==> config.mk <==
export PLATFORM = sky130hd
export DESIGN_NAME = bcd_serial_sub
export DESIGN_NICKNAME = d
export VERILOG_FILES = /design/src/rtl/bcd_pkg.sv /design/src/rtl/bcd_digit_sub.sv /design/src/rtl/bcd_serial_sub.sv
export SDC_FILE = /design/constraint.sdc
export NUM_CORES = 1
export LEC_CHECK = 0
export BUFFER_PORTS_ARGS = -buffer_cell sky130_fd_sc_hd__buf_2
export CORE_MARGIN = 2
export CORE_UTILIZATION = 35
export CTS_CLUSTER_DIAMETER = 80
export DETAILED_ROUTE_END_ITERATION = 10
export SYNTH_ARGS = -nofsm -noshare
export SYNTH_HDL_FRONTEND = slang
export SYNTH_SLANG_ARGS = --single-unit
==> constraint.sdc <==
create_clock -name clk -period 4.04 [get_ports clk]
set_clock_uncertainty 0.1 [all_clocks]
set_input_delay 0.808 -clock clk [delete_from_list [all_inputs] [get_ports clk]]
set_output_delay 0.808 -clock clk [all_outputs]
set_load 0.05 [all_outputs]
==> src/rtl/bcd_pkg.sv <==
// Shared BCD arithmetic types: digit width, digit limit, serial-subtractor state encoding.
// Latency: none (types and a pure function only).
// Backpressure: not applicable.
package bcd_pkg;

    localparam int          BCD_W   = 4;
    localparam logic [3:0]  BCD_MAX = 4'd9;

    typedef enum logic [1:0] {
        IDLE = 2'd0,
        SUB  = 2'd1,
        FIX  = 2'd2,
        DONE = 2'd3
    } state_t;

    // A nibble is a legal decimal digit only when it is 0..9.
    function automatic logic bcd_valid(input logic [BCD_W-1:0] d);
        return (d <= BCD_MAX);
    endfunction

endpackage

==> src/rtl/bcd_digit_sub.sv <==
// Single-digit BCD subtract with borrow: d = x - y - bin, corrected back into 0..9.
// Latency: combinational.
// Backpressure: none; pure function of its inputs.
module bcd_digit_sub
    import bcd_pkg::*;
(
    input  logic [BCD_W-1:0] x,
    input  logic [BCD_W-1:0] y,
    input  logic             bin,
    output logic [BCD_W-1:0] d,
    output logic             bout
);

    logic [BCD_W:0] t;

    // 5-bit signed difference; a negative result wraps into range by adding ten.
    always_comb begin
        t    = {1'b0, x} - {1'b0, y} - {{BCD_W{1'b0}}, bin};
        bout = t[BCD_W];
        d    = t[BCD_W] ? (t[BCD_W-1:0] + 4'd10) : t[BCD_W-1:0];
    end

endmodule

==> src/rtl/bcd_serial_sub.sv <==
// Serial |a-b| on packed BCD, one digit per clock LSD first, with a ten's-complement fix pass when a<b.
// Latency: done at cycle 1 (bad digit), DIGITS+1 (a>=b) or 2*DIGITS+1 (a<b) after the start cycle.
// Backpressure: start is only honoured in IDLE; requests while busy or done are dropped.
module bcd_serial_sub
    import bcd_pkg::*;
#(
    parameter int DIGITS = 4
) (
    input  logic                    clk,
    input  logic                    rst_n,
    input  logic                    start,
    input  logic [BCD_W*DIGITS-1:0] a,
    input  logic [BCD_W*DIGITS-1:0] b,
    output logic                    busy,
    output logic                    done,
    output logic [BCD_W*DIGITS-1:0] diff,
    output logic                    neg,
    output logic                    err
);

    localparam int             W    = BCD_W * DIGITS;
    localparam int             IW   = (DIGITS > 1) ? $clog2(DIGITS) : 1;
    localparam logic [IW-1:0]  LAST = IW'(DIGITS - 1);

    state_t         state_q, state_d;
    logic [IW-1:0]  idx_q, idx_d;
    logic           borrow_q, borrow_d;
    logic [W-1:0]   a_q, a_d;
    logic [W-1:0]   b_q, b_d;
    logic [W-1:0]   diff_q, diff_d;
    logic           neg_q, neg_d;
    logic           err_q, err_d;
    logic           busy_q, busy_d;
    logic           done_q, done_d;

    logic [BCD_W-1:0] a_sel, b_sel, diff_sel;
    logic [BCD_W-1:0] op_x, op_y, dig_d;
    logic             dig_bout;
    logic             in_valid;

    // Pick the current digit of each latched operand and of the partial result.
    always_comb begin
        a_sel    = '0;
        b_sel    = '0;
        diff_sel = '0;
        for (int k = 0; k < DIGITS; k++) begin
            if (idx_q == IW'(k)) begin
                a_sel    = a_q[k*BCD_W +: BCD_W];
                b_sel    = b_q[k*BCD_W +: BCD_W];
                diff_sel = diff_q[k*BCD_W +: BCD_W];
            end
        end
    end

    // SUB feeds a_i - b_i; FIX negates the stored digit as 0 - diff_i.
    always_comb begin
        op_x = (state_q == FIX) ? '0 : a_sel;
        op_y = (state_q == FIX) ? diff_sel : b_sel;
    end

    bcd_digit_sub u_digit (
        .x    (op_x),
        .y    (op_y),
        .bin  (borrow_q),
        .d    (dig_d),
        .bout (dig_bout)
    );

    // Operands are screened on the live inputs so a bad request never enters SUB.
    always_comb begin
        in_valid = 1'b1;
        for (int k = 0; k < DIGITS; k++) begin
            if (!bcd_valid(a[k*BCD_W +: BCD_W]) || !bcd_valid(b[k*BCD_W +: BCD_W])) begin
                in_valid = 1'b0;
            end
        end
    end

    // Next-state and datapath updates for the IDLE/SUB/FIX/DONE sequence.
    always_comb begin
        state_d  = state_q;
        idx_d    = idx_q;
        borrow_d = borrow_q;
        a_d      = a_q;
        b_d      = b_q;
        diff_d   = diff_q;
        neg_d    = neg_q;
        err_d    = err_q;

        case (state_q)
            IDLE: begin
                if (start) begin
                    a_d      = a;
                    b_d      = b;
                    diff_d   = '0;
                    neg_d    = 1'b0;
                    err_d    = 1'b0;
                    borrow_d = 1'b0;
                    idx_d    = '0;
                    if (!in_valid) begin
                        err_d   = 1'b1;
                        state_d = DONE;
                    end else begin
                        state_d = SUB;
                    end
                end
            end
            SUB, FIX: begin
                for (int k = 0; k < DIGITS; k++) begin
                    if (idx_q == IW'(k)) begin
                        diff_d[k*BCD_W +: BCD_W] = dig_d;
                    end
                end
                borrow_d = dig_bout;
                if (idx_q == LAST) begin
                    idx_d    = '0;
                    borrow_d = 1'b0;
                    if (state_q == SUB && dig_bout) begin
                        // Result went below zero: it now holds 10^DIGITS + a - b, so negate it.
                        neg_d   = 1'b1;
                        state_d = FIX;
                    end else begin
                        state_d = DONE;
                    end
                end else begin
                    idx_d = idx_q + IW'(1);
                end
            end
            DONE: begin
                state_d = IDLE;
            end
            default: begin
                state_d = IDLE;
            end
        endcase

        busy_d = (state_d == SUB) || (state_d == FIX);
        done_d = (state_d == DONE);
    end

    // State and registered outputs; reset aborts any operation in flight.
    always_ff @(posedge clk or negedge rst_n) begin
        if (!rst_n) begin
            state_q  <= IDLE;
            idx_q    <= '0;
            borrow_q <= 1'b0;
            a_q      <= '0;
            b_q      <= '0;
            diff_q   <= '0;
            neg_q    <= 1'b0;
            err_q    <= 1'b0;
            busy_q   <= 1'b0;
            done_q   <= 1'b0;
        end else begin
            state_q  <= state_d;
            idx_q    <= idx_d;
            borrow_q <= borrow_d;
            a_q      <= a_d;
            b_q      <= b_d;
            diff_q   <= diff_d;
            neg_q    <= neg_d;
            err_q    <= err_d;
            busy_q   <= busy_d;
            done_q   <= done_d;
        end
    end

    assign busy = busy_q;
    assign done = done_q;
    assign diff = diff_q;
    assign neg  = neg_q;
    assign err  = err_q;

endmodule

### After elaboration in Yosys (flattened, before gate mapping)

Index checks and enable logic that the tools add are counted.

| cells by class | value |
|---|---|
| $add $sub $neg | 4 |
| order comparisons | 8 |
| eq/ne operators | 15 |
| multiplexer cells | 40 |
| reductions and logical operators | 25 |

Operators with widths:

| cell | count |
|---|---|
| $mux W4 | 19 |
| $le A4 B4 Y1 const B | 8 |
| $pmux W16 S2 | 1 |
| $mux W16 | 1 |
| $eq A2 B2 Y1 const B | 6 |
| $ne A2 B2 Y1 const B | 6 |
| $reduce_and A3 Y1 | 4 |
| $mux W1 | 10 |
| $mux W2 | 5 |
| $logic_not A1 Y1 | 8 |
| $eq A2 B1 Y1 const B | 3 |
| $pmux W2 S3 | 1 |
| $logic_or A1 B1 Y1 | 5 |
| $sub A4 B4 Y5 | 1 |
| $sub A5 B1 Y5 | 1 |
| $add A4 B4 Y4 const B | 1 |
| $logic_not A2 Y1 | 2 |
| $pmux W1 S2 | 2 |
| $pmux W2 S2 | 1 |
| $reduce_and A2 Y1 | 2 |
| $reduce_and A4 Y1 | 1 |
| $add A2 B1 Y2 const B | 1 |
| $reduce_bool A2 Y1 | 1 |
| $reduce_or A2 Y1 | 1 |
| $logic_and A1 B1 Y1 | 1 |

| word-level totals | value |
|---|---|
| register bits | 57 |
| input bits | 35 |
| logic and storage cells | 105 |

### Logic depth before layout (Yosys ltp)

Gate-level depths: netlist (run 1).

| depth | value |
|---|---|
| depth in word-level cells | 14 |
| depth in mapped cells | 21 |
| mapped depth without buffers | 19 |

### Hierarchy

A second synthesis (run 1) with hierarchy kept.

| unflattened totals | value |
|---|---|
| cells, all modules | 281 |
| area total of the unflattened synthesis | 3184.3 um2 |

Modules (own cells, without submodules):

| module | instances | cells an instance | area each (um2) |
|---|---|---|---|
| bcd_serial_sub | 1 | 249 | 2910.3 |
| bcd_digit_sub | 1 | 32 | 274.0 |

### Worst setup path after synthesis (run 1)

Ideal clock, no wire load.

| timing path | value |
|---|---|
| path kind | reg2reg |
| from | register idx_q[0] |
| to | register diff_q[11], in the netlist diff[11] |
| arrival time | 3.609 ns |
| slack | 0.254 ns |
| stages on the path, launching flop included | 20 |
| buffers on the path | 2 |
| cell sequence | dfrtp_1 > inv_1 > ha_1 > clkbuf_1 > buf_2 > nand2_1 > o21ai_0 > mux4_2 > nor2_1 > a21oi_1 > fa_1 > inv_1 > fa_1 > ha_1 > and3b_2 > o21ai_0 > o311ai_2 > xor2_1 > nand2_1 > o21ai_1 |

| between the ends | value |
|---|---|
| longest elaborated chain between the ends | 12 |
| elaborated cells on any way between the ends | 26 |
| those cells by class | 3 x add/sub; 4 x eq/ne; 17 x mux; 2 x reduce/logical |

RTL lines:

| element | line | text |
|---|---|---|
| start, declared | bcd_serial_sub.sv:26 | `logic [IW-1:0] idx_q, idx_d;` |
| start signal, assigned | bcd_serial_sub.sv:156 | `idx_q <= idx_d;` |
| $logic_not A2 Y1 | bcd_serial_sub.sv:47 | `if (idx_q == IW'(k)) begin` |
| $mux W4 (4 in series) | bcd_serial_sub.sv:47 |  |
| $mux W4, on equally long branches | bcd_serial_sub.sv:57, bcd_serial_sub.sv:58 |  |
| $sub A4 B4 Y5 | bcd_digit_sub.sv:18 | `t = {1'b0, x} - {1'b0, y} - {{BCD_W{1'b0}}, bin};` |
| $sub A5 B1 Y5 | bcd_digit_sub.sv:18 |  |
| $add A4 B4 Y4 | bcd_digit_sub.sv:20 | `d = t[BCD_W] ? (t[BCD_W-1:0] + 4'd10) : t[BCD_W-1:0];` |
| $mux W4 | bcd_digit_sub.sv:20 |  |
| $mux W4 | bcd_serial_sub.sv:110 | `if (idx_q == IW'(k)) begin` |
| $pmux W16 S2 | bcd_serial_sub.sv:90 | `case (state_q)` |
| end signal, assigned | bcd_serial_sub.sv:160 | `diff_q <= diff_d;` |
| end, declared | bcd_serial_sub.sv:30 | `logic [W-1:0] diff_q, diff_d;` |

Parallel ways exist; a longest one is shown, timed or not. The select of a mux whose other input is x is not followed.
A chain may end at the register's enable or synchronous reset.

### Worst setup path in the final report (run 1)

Same ends and word-level chain as after synthesis.

==> key figures, run 1 <==
Timing
  • Final Cycle Share: 0.946
  • Max Clock Freq: 262 MHz
  • Worst Tran Pin Value: 1030 ps
  • Slew headroom: 0.312
  • Final Critical Period: 3820 ps
  • Setup_tns: 0 ps
  • Final hold slack: 372 ps
  • Setup violators final: 0
  • Final worst setup slack: 220 ps
  • Pins Over Slew Limit: 0
  • Final-report hold violation count: 0

Setup path
  • CP cell instances: buf_4 > ha_4 > nand2_1 > o21ai_0 > mux4_2 > nor2_4 > a21oi_2 > fa_1 > inv_2 > fa_2 > nand2b_1 > nand2_1 > ha_2 > and3b_2 > o21ai_1 > o311ai_2 > xor2_1 > buf_4 > nand2_1 > o21ai_1
  • CP arrival: 3980 ps
  • Crit Path Category: reg2reg
  • Largest stage delay, worst path: 490 ps
  • Cell depth of the worst flop-to-flop path: 20
  • Critical path endpoint category: flop
  • Worst R2R End: diff[11]
  • Crit path launch type: flop
  • Slowest CP cell: mux4_2
  • Worst reg-to-reg setup slack: 220 ps
  • CP required: 4200 ps
  • CP max FO: 8
  • Cell repeated most along the worst path: nand2_1
  • R2r startpoint: idx_q[0]

CTS
  • Reg clk slew, reported paths: 60 ps
  • CTS sink cnt: 57
  • Clk_lat worst skew: 350 ps
  • CTS HTree Levels: 3
  • Number of buffers created by CTS: 9
  • CTS tree: built
  • Clock buffer depth: 2
  • Root buffer cell: clkbuf_8
  • Post-CTS Hold Fix Bufs: 0

GRT
  • Number of global-route vias before repair: 2547
  • Initial antenna violation count: 0
  • GRT Util Overall: 0.171
  • Largest net degree at the start of global routing: 46
  • First-pass GRT wire length: 13200 um
  • Grt ovf: 0

Placed design
  • Post-DP HPWL: 6300 um
  • Pre-CTS setup slack: -34.0 ps
  • Number of port buffers: 54
  • Gp weighted congestion: 0.918

Route
  • Vias/cell: 5.23
  • TritonRoute pass-1 iters: 4
  • Final wirelength: 8300 um
  • 1st-iter DRT viols: 129
  • Drt drc: 0
  • Antenna viol nets, final: 0
  • Via Count: 2618
  • WL/cell: 16.6 um

Floorplan
  • Die H: 100 um
  • Top-level port count: 55
  • Initial Utilization: 0.356
  • Core box area: 9110 um^2
  • Die X: 100 um
  • Cell row count: 35
  • DIE AREA: 10000 um^2

Worst hold path
  • Hold Startpoint: err
  • Hold WC Path Type: reg2reg
  • Hold endpoint: err
  • Hold path depth: 2

Final layout
  • Nets: 436
  • # diodes: 0
  • Layout cell share with drive strength beyond 1: 0.354
  • Synthesis-to-finish area growth: 21.3%

Yosys
  • EDFF count, synth: 0
  • Post-Syn Nets: 374
  • Yosys Warn Count: 0
  • Synthesized flop and latch total: 57
  • Cells after Synth: 323
  • Register area share after synthesis: 0.440
  • FFs w/ async S/R, synth: 1.00
  • Prevailing post-synth register cell: dfrtp_1
  • Synthesized cell area: 3240 um^2
  • Cell variety after synth: 41
  • Syn_area_per_cell: 10.0 um^2

Outcome
  • Status: finished clean

Flow run
  • Max-cap violations: 0
## flip-flops by register name, summed over array words and instances, names as in the netlist
register,flops
b_q,16
idx_q,2
err,1
diff,16
done,1
a_q,16
neg,1
busy,1
borrow_q,1
state_q,2
## layout make-up
cell class / count / area [um^2]
fillers: 919 / 5180
multi-input cells: 233 / 1720
flip-flops and latches: 57 / 1430
repair buffers: 69 / 383
well taps: 111 / 139
clock buffers: 11 / 131
clock inverters: 5 / 80.1
inverters: 15 / 56.3
## cells in the mapped netlist, types with 2 or more instances
master / count / area, um^2
nand2b_1: 4 / 25.0
inv_1: 15 / 56.3
dfrtp_1: 57 / 1430
buf_2: 9 / 45.0
o22ai_1: 2 / 12.5
nand2_1: 46 / 173
o221ai_1: 3 / 26.3
nor2b_1: 4 / 25.0
nor2_1: 14 / 52.6
nor3_1: 2 / 10.0
ha_1: 14 / 175
mux4_2: 4 / 90.1
a21oi_1: 17 / 85.1
xor2_1: 2 / 17.5
o21ai_1: 7 / 35.0
mux2i_1: 6 / 60.1
fa_1: 2 / 40.0
nand4_1: 2 / 12.5
nand3_1: 3 / 15.0
clkbuf_1: 7 / 26.3
o31ai_1: 8 / 60.1
nand3b_1: 5 / 37.5
mux2_2: 33 / 372
o21ai_0: 40 / 200
## logic make-up after synthesis
kind of cell	share of synthesized area
simple gates	0.129
compound gates	0.149
flops	0.440
mux	0.161
buf+inv	0.0440
fa+ha+maj	0.0664
xor+xnor	0.0104
## what timing repair did
item,in CTS,in global routing
setup endpoints to repair,2,11
buffers inserted,1,2
resized for setup,0,14
## stage by stage
| stage | util | cell area (um^2) | cells |
|---|---|---|---|
| final | 0.432 | 3930 | 501 |
| after global routing | 0.432 | 3930 | 501 |
| after floorplan | - | 3240 | 323 |
| after CTS | 0.425 | 3870 | 499 |
| after global placement | 0.401 | 3650 | 482 |
| after detailed placement | 0.401 | 3650 | 482 |
## worst max path at each step
stage,end,cells past startpoint,slack [ps],start
global placement,diff[7],17,130,idx_q[0]
CTS,diff[11],20,0.7,idx_q[0]
floorplan,diff[11],19,250,idx_q[0]
global route,diff[7],20,-10,idx_q[0]
detailed placement,diff[11],19,-30,idx_q[0]
finish,diff[11],20,220,idx_q[0]
## per-layer routing
metal | global-route usage | vias to the layer above | routed length [um]
met2 | 0.276 | 63 | 4090
met3 | 0.0460 | 11 | 433
li1 | - | 1264 | -
met5 | 0 | - | 0
met1 | 0.226 | 1280 | 3680
met4 | 0.0527 | 0 | 95
## worst max-delay path, delay by kind of cell, from the launching register on
kind,cells,cell delay (ps)
flops,1,400
mux,1,490
fa+ha+maj,4,1010
compound gates,5,530
xor+xnor,1,180
simple gates,6,610
buf+inv,3,390
## layout by cell type, fill, tap and decap left out, types with 8 or more instances in the layout
| master | synthesis | routed |
|---|---|---|
| nor2_1 | 14 | 13 |
| o31ai_1 | 8 | 8 |
| clkbuf_8 | 0 | 9 |
| inv_1 | 15 | 13 |
| o21ai_1 | 7 | 8 |
| dfrtp_1 | 57 | 57 |
| buf_2 | 9 | 54 |
| ha_1 | 14 | 10 |
| a21oi_1 | 17 | 15 |
| o21ai_0 | 40 | 39 |
| buf_4 | 0 | 15 |
| nand2_1 | 46 | 46 |
| mux2_2 | 33 | 33 |
Power of run 1 is left out: the tool's default activity adds up to more than one toggle a clock period on the data nets, which glitch-free logic cannot reach.
==> inputs of run 2 (changes only) <==
--- a/config.mk
+++ b/config.mk
@@ -6,7 +6,7 @@
 export NUM_CORES = 1
 export LEC_CHECK = 0
 export BUFFER_PORTS_ARGS = -buffer_cell sky130_fd_sc_hd__buf_2
-export CORE_MARGIN = 2
+export CORE_MARGIN = 4
 export CORE_UTILIZATION = 35
 export CTS_CLUSTER_DIAMETER = 80
 export DETAILED_ROUTE_END_ITERATION = 10
==> constraint.sdc (replaced) <==
create_clock -name clk -period 4.96 [get_ports clk]
set_clock_uncertainty 0.1 [all_clocks]
set_input_delay 0.992 -clock clk [delete_from_list [all_inputs] [get_ports clk]]
set_output_delay 0.992 -clock clk [all_outputs]
set_load 0.05 [all_outputs]
==> key figures, run 2 (same netlist as run 1, synthesis figures left out) <==
Final layout
  • Area of the multi-input gates: 1670 um^2 (-2.6%)
  • # diodes: 0 (unchanged)
  • Seq. cell area: 1430 um^2 (unchanged)
  • Nets: 425 (-2.5%)
  • Most common cell after layout, fill and taps aside: dfrtp_1
  • Leading cell types in the layout, fill and taps excluded: dfrtp_1 (57), buf_2 (54), nand2_1 (46)
  • Layout cell share with drive strength beyond 1: 0.311 (-0.0425)
  • Fill cells: 874 (-4.9%)
  • Synthesis-to-finish area growth: 17.8%

Floorplan
  • DIE AREA: 10900 um^2 (+8.1%)
  • Top-level port count: 55 (unchanged)
  • Die X: 104 um (+4.0%)
  • Core box area: 8850 um^2 (-2.9%)
  • Cell row count: 34 (-2.9%)
  • Die H: 104 um (+4.0%)
  • Initial Utilization: 0.366 (+0.0105)

Placed design
  • Gp weighted congestion: 0.936 (+1.9%)
  • Post-DP HPWL: 6010 um (-4.7%)
  • Number of port buffers: 54 (unchanged)

Route
  • Drt drc: 0 (unchanged)
  • Vias/cell: 5.25 (+0.56%)
  • Final wirelength: 7970 um (-4.0%)
  • Antenna viol nets, final: 0 (unchanged)
  • WL/cell: 16.4 um (-1.2%)
  • Via Count: 2559 (-2.3%)
  • TritonRoute pass-1 iters: 4 (unchanged)
  • 1st-iter DRT viols: 102 (-21%)

CTS
  • Reg clk slew, reported paths: 60 ps (about the same)
  • Number of gates resized after CTS: 0 (unchanged)
  • CTS tree: built
  • Number of buffers created by CTS: 9 (unchanged)
  • Clk_lat worst skew: 340 ps (about the same)
  • CTS sink cnt: 57 (unchanged)
  • Post-CTS Hold Fix Bufs: 0 (unchanged)
  • Clock buffer depth: 2 (unchanged)
  • Post-CTS Setup Bufs: 0 (-1)
  • CTS HTree Levels: 3 (unchanged)
  • Root buffer cell: clkbuf_8

GRT
  • Largest net degree at the start of global routing: 58 (+26%)
  • First-pass GRT wire length: 12900 um (-2.3%)
  • GRT Util Overall: 0.149 (-0.0228)
  • Initial antenna violation count: 0 (unchanged)
  • Grt ovf: 0 (unchanged)
  • Number of global-route vias before repair: 2572 (+0.98%)

Timing
  • Pins Over Slew Limit: 0 (unchanged)
  • Slew headroom: 0.503 (+0.191)
  • Final Critical Period: 4480 ps (+659 ps)
  • Setup_tns: 0 ps (unchanged)
  • Max Clock Freq: 223 MHz (-15%)
  • Setup violators final: 0 (unchanged)
  • Final Cycle Share: 0.903 (-0.0426)
  • Worst Tran Pin Value: 745 ps (-287 ps)
  • Final-report hold violation count: 0 (unchanged)
  • Unrepaired setup endpoints after global routing: false

Setup path
  • Slowest CP cell: ha_1
  • CP cell instances: inv_1 > ha_1 > o31ai_1 > mux4_2 > nor2_1 > a21oi_1 > fa_1 > inv_1 > fa_1 > ha_1 > nor3b_1 > a21oi_1 > o221ai_1 > nand2_1 > o21ai_0
  • Critical path endpoint category: flop
  • Crit Path Category: reg2reg
  • Largest stage delay, worst path: 640 ps (+150 ps)
  • CP max FO: 27 (+19)
  • Crit path launch type: flop
  • CP arrival: 4630 ps (+650 ps)
  • CP required: 5110 ps (+910 ps)

Outcome
  • Status: finished clean

Flow run
  • Max-cap violations: 0 (unchanged)

Worst hold path
  • Hold WC Path Type: reg2reg
run 2: changes by cell type in the layout (fill, tap and decap cells not counted), sizes merged:
cell / change
buf: -11
clkinv: +1
clkinvlp: -1
run 2: path summary, 6_finish.rpt:
kind                          start       to  slack, ps  cells past startpoint
max                        idx_q[1]  diff[6]        480                     15
min                             neg      neg        380                      2
max reg2reg                idx_q[1]  diff[6]        480                     15
min reg2reg                     neg      neg        380                      2
max in group asynchronous     rst_n  diff[4]       3580                      2
min in group asynchronous     rst_n  b_q[15]        710                      2
run 2: final cells by class:
| type | count | area share |
|---|---|---|
| repair buffers | 58 | 0.0786 |
| clock inverters | 5 | 0.0203 |
| flip-flops and latches | 57 | 0.373 |
| inverters | 15 | 0.0147 |
| clock buffers | 11 | 0.0396 |
| well taps | 108 | 0.0354 |
| multi-input cells | 233 | 0.438 |
run 2: worst max-delay path, delay by kind of cell, from the launching register on:
family                   cells  cell delay [ps]
adder cells (fa/ha/maj)      4             1850
AO/OA/AOI/OAI                5              900
multiplexers                 1              490
AND/OR/NAND/NOR              3              450
flip-flops                   1              410
buffers and inverters        2              190
run 2: through the flow:
stage	std cells	area (um^2)	setup WS, ps	hold WS, ps	utilization
floorplan	323	3240	1170	374	-
global placement	471	3590	775	368	0.406
detailed placement	471	3590	519	376	0.406
CTS	487	3820	499	391	0.432
global route	487	3820	114	419	0.432
finish	487	3820	481	384	0.432
run 2: routing by layer:
metal | vias up | share of wire | global-route usage
met4 | 0 | 0.021 | 0.0608
met3 | 15 | 0.047 | 0.0416
met1 | 1240 | 0.45 | 0.196
met2 | 69 | 0.48 | 0.230
li1 | 1235 | - | -
met5 | - | 0 | 0
Power of run 2 is left out for the same reason.
